<file path="src/rtl/switch_debounce_fsm.sv">
// Debounces a raw switch level into a registered level plus a one-cycle rising tick; latency STABLE_CYCLES+1 edges
// (+2 with SWITCH_DEBOUNCE_SYNC_EN, which adds a two-flop input synchronizer); no backpressure, one sample per clock.
module switch_debounce_fsm #(
  parameter int unsigned STABLE_CYCLES = 2_000_000
) (
  input  logic clk,
  input  logic rst_n,
  input  logic sw,
  output logic db_level,
  output logic db_tick
);

  localparam int CW = (STABLE_CYCLES > 2) ? $clog2(STABLE_CYCLES) : 1;
  localparam logic [CW-1:0] TERM = CW'(STABLE_CYCLES - 1);

  typedef enum logic [1:0] {
    ZERO  = 2'b00,
    WAIT1 = 2'b01,
    ONE   = 2'b10,
    WAIT0 = 2'b11
  } state_t;

  state_t        state_q, state_d;
  logic [CW-1:0] cnt_q, cnt_d;
  logic          level_d;
  logic          tick_d;
  logic          sw_s;

`ifdef SWITCH_DEBOUNCE_SYNC_EN
  logic sync_q1, sync_q2;

  always_ff @(posedge clk or negedge rst_n) begin
    if (!rst_n) begin
      sync_q1 <= 1'b0;
      sync_q2 <= 1'b0;
    end else begin
      sync_q1 <= sw;
      sync_q2 <= sync_q1;
    end
  end

  assign sw_s = sync_q2;
`else
  assign sw_s = sw;
`endif

  always_ff @(posedge clk or negedge rst_n) begin
    if (!rst_n) begin
      state_q  <= ZERO;
      cnt_q    <= '0;
      db_level <= 1'b0;
      db_tick  <= 1'b0;
    end else begin
      state_q  <= state_d;
      cnt_q    <= cnt_d;
      db_level <= level_d;
      db_tick  <= tick_d;
    end
  end

  // An opposite sample is tested before the terminal count, so it wins on the last edge.
  always_comb begin
    state_d = state_q;
    cnt_d   = cnt_q;
    tick_d  = 1'b0;
    case (state_q)
      ZERO: begin
        if (sw_s) begin
          state_d = WAIT1;
          cnt_d   = '0;
        end
      end
      WAIT1: begin
        if (!sw_s) begin
          state_d = ZERO;
        end else if (cnt_q == TERM) begin
          state_d = ONE;
          tick_d  = 1'b1;
        end else begin
          cnt_d = cnt_q + 1'b1;
        end
      end
      ONE: begin
        if (!sw_s) begin
          state_d = WAIT0;
          cnt_d   = '0;
        end
      end
      WAIT0: begin
        if (sw_s) begin
          state_d = ONE;
        end else if (cnt_q == TERM) begin
          state_d = ZERO;
        end else begin
          cnt_d = cnt_q + 1'b1;
        end
      end
      default: begin
        state_d = ZERO;
        cnt_d   = '0;
      end
    endcase
    level_d = (state_d == ONE) || (state_d == WAIT0);
  end

endmodule
</file>
<file path="config.mk">
export PLATFORM = sky130hd
export DESIGN_NAME = switch_debounce_fsm
export DESIGN_NICKNAME = d
export VERILOG_FILES = /design/src/rtl/switch_debounce_fsm.sv
export SDC_FILE = /design/constraint.sdc
export NUM_CORES = 1
export LEC_CHECK = 0
export CORE_MARGIN = 5
export CORE_UTILIZATION = 37
export DETAILED_ROUTE_END_ITERATION = 6
export GPL_TIMING_DRIVEN = 0
export SLEW_MARGIN = 20
export SYNTH_ARGS = -nofsm -noshare
export SYNTH_HDL_FRONTEND = slang
export SYNTH_SLANG_ARGS = --single-unit
</file>
<file path="constraint.sdc">
create_clock -name clk -period 2 [get_ports clk]
set_input_delay 0.4 -clock clk [delete_from_list [all_inputs] [get_ports clk]]
set_output_delay 0.4 -clock clk [all_outputs]
set_load 0.01 [all_outputs]
</file>
==> metrics.yaml <==
outcome: "finished, final reports clean"
fp.dieH_um: 68.9
power_density_nw_per_um2: 558
netSwitchingFraction_pct: 25.2
finalHoldViolations: 0
ir_worst_vdd_uv: 347
post-route-period-util_pct: 92.9
yosys-top-cells-area: "dfrtp_1 (49%), nor2_1 (5.3%), xor2_1 (4.1%)"
core.rowCount: 21
synthesis.nets: 138
io_buffers: 4
dp_slack_ns: -0.508
diodes: 0
hold_slack_ns: 0.0395
route.detailed.drc: 0
end_kind: "flip-flop"
crit_slowest_cell: "dfrtp_1"
dpl.hpwl_um: 1780
gp_congestion: 0.832
firstDrtPassIters: 4
route.detailed.wl_per_inst_um: 13.4
dieArea_um2: 4750
max_freq_mhz: 538
clock_latency_ns: 0.32
worst_pin_slew_ns: 0.557
fin_skew_ns: 0.0100
cts.sinks: 25
final_nets: 149
hp-class: "in -> async"
fp.dieW_um: 68.9
postSynthAreaPerCell_um2: 9.59
synthesis.area_um2: 1280
cp.required_ns: 2.22
cts-htree-levels: 1
leakagePower_nw: 0.626
cts_tree: "yes"
synth_top_area_cell: "dfrtp_1"
ios: 5
cp_slowest_stage_delay_ns: 0.43
area_growth_pct: 13.9
routed_wl_um: 2550
setup_slack_ns: 0.142
drt-initial-drc-count: 58
grt_pass1_vias: 1015
avgViaCountPerCell: 5.26
setup_viol: 0
rsz0062_at_grt: "false"
crit_arrival_ns: 2.08
vias: 1000
initial_core_util_pct: 38.5
start_kind: "flip-flop"
clkTransAtPathRegs_ns: 0.14
p_sw_uw: 206
stdcell_area_um2: 1460
path_cells: "ha_1 > inv_1 > nor2_1 > and3_1 > a31oi_1 > a41o_1"
syn_inst: 134
ys_warn_count: 0
ys_types: 34
maxCapViolations: 0
grt_antenna_before_repair: 0
cts_buffer_depth: 2
pwr-share-clk_pct: 27.7
path_class: "reg -> reg"
root_buffer: "clkbuf_4"
cts_made_buffers: 3
path_max_fanout: 7
fp.coreArea_um2: 3340
synth.top_cell.area_share_pct: 48.7
grt_pass1_wl_um: 4620
slew_violations: 0
p_comb_share_pct: 7.2
grt_max_degree: 26
slew_headroom_pct: 62.8
grt_use_total_pct: 13.1
fin_crit_ns: 1.86
ys_seq_elements: 25
seq_power_share_pct: 65.0
fill_cells: 334
grt_remaining_overflow: 0
antenna_left: 0
ctsHoldBuffers: 0
intPower_uw: 611
placed_area_um2: 1380
fin_setup_tns_ns: 0
drive_above_1_share_pct: 13.9
ys_seq_area_share_pct: 48.7
-- kinds of logic after synthesis --
logic type                 count (synthesis)  synth area share (%)
AOI/OAI and AO/OA                         24                  10.6
muxes                                      2                  1.75
buffers and inverters                      5                  1.56
and+or+nand+nor                           66                  28.3
adders and majority gates                  1                 0.974
DFF                                       25                  48.7
xor gates and xnor gates                  11                  8.08
-- cell usage after synthesis --
library cell  count
clkbuf_1          1
or2_2             1
mux2_2            2
and2_1            2
and3_1            3
buf_2             1
nand2_1          13
or4_1             1
nor4bb_1          2
inv_1             3
nor2_1           18
o21ai_2           1
a21oi_1           8
o31ai_1           1
o21ai_0           9
and4b_1           1
nand2b_1          1
nor3_1            3
dfrtp_1          25
nor4b_1           2
xnor2_1           4
or3_1             4
xor2_1            6
xor2_2            1
o211ai_1          1
nor4_4            1
and3b_1           1
a41o_1            1
ha_1              1
a31oi_1           2
nand4_1           8
nand3_1           4
and4_1            1
o21ai_1           1
-- state kept, by name (all words and copies together), names as in the netlist --
name and cells:
cnt_q 21, state_q 2, db_level 1, db_tick 1
-- power groups by stage --
stage | registers (mW) | logic, mW | clock network (mW)
final | 0.531 | 0.0590 | 0.227
after global routing | 0.535 | 0.0670 | 0.266
after CTS | 0.531 | 0.0606 | 0.241
after detailed placement | 0.541 | 0.0577 | 0
after global placement | 0.540 | 0.0567 | 0
after floorplan | 0.538 | 0.0330 | 0
-- metal layers --
| layer | up-vias | wire [um] | GRT usage (%) |
|---|---|---|---|
| met5 | - | 0 | 0 |
| met4 | 0 | 27 | 4.38 |
| met3 | 2 | 92 | 3.89 |
| met2 | 14 | 1200 | 20.7 |
| met1 | 477 | 1230 | 17.1 |
| li1 | 507 | - | - |
-- final cells by class --
cell class	instances	area (um^2)	area share [%]
Buffer	2	10.0	0.684
Sequential cell	25	626	42.7
Timing Repair Buffer	6	52.6	3.59
Inverter	3	11.3	0.769
Multi-Input combinational cell	104	679	46.4
Clock inverter	1	5.00	0.342
Tap cell	46	57.6	3.93
Clock buffer	3	22.5	1.54
-- layout by cell type (no fill, tap or decap), types with 2 or more instances in the layout --
master and count:
mux2_2 2, and3_1 3, nor4b_1 2, nand2_1 13, dfrtp_1 25, xor2_1 6
and2_1 2, clkbuf_4 3, inv_1 3, o21ai_0 9, nor2_2 2, or3_1 4
clkdlybuf4s50_1 2, nor2_1 16, buf_4 2, buf_2 2, nor4bb_1 2, nor3_1 2
xnor2_1 3, a21oi_1 8, nand3_1 4, nand4_1 8, a31oi_1 2
-- metrics by stage --
| step | total power, mW | instances | utilization [%] |
|---|---|---|---|
| CTS | 0.833 | 188 | 42.9 |
| detailed placement | 0.598 | 184 | 41.4 |
| finish | 0.817 | 190 | 43.9 |
| floorplan | 0.571 | 134 | - |
| global placement | 0.597 | 184 | 41.4 |
| global route | 0.868 | 190 | 43.9 |
-- path summary, 6_finish.rpt --
path,cells after the start,to,start,slack (ns)
min in group clk,2,db_tick,sw,0.54
min,1,cnt_q[7],rst_n,0.04
max reg2reg,6,cnt_q[20],cnt_q[0],0.14
min reg2reg,2,cnt_q[1],cnt_q[1],0.56
max,6,cnt_q[20],cnt_q[0],0.14
max in group asynchronous,1,cnt_q[19],rst_n,1.58
-- timing repair --
action	4_1_cts	5_1_grt
endpoints found under the hold margin	0	0
resized for setup	3	7
setup endpoints to repair	17	22
buffers inserted	0	2
pin swaps	0	2
-- critical path: cells and delay by family (launching register included) --
family / cells / cell delay (ns)
buf+inv: 1 / 0.08
compound gates: 2 / 0.31
flops: 1 / 0.43
simple gates: 2 / 0.70
fa+ha+maj: 1 / 0.24
Power figures use the tool's default switching activity.
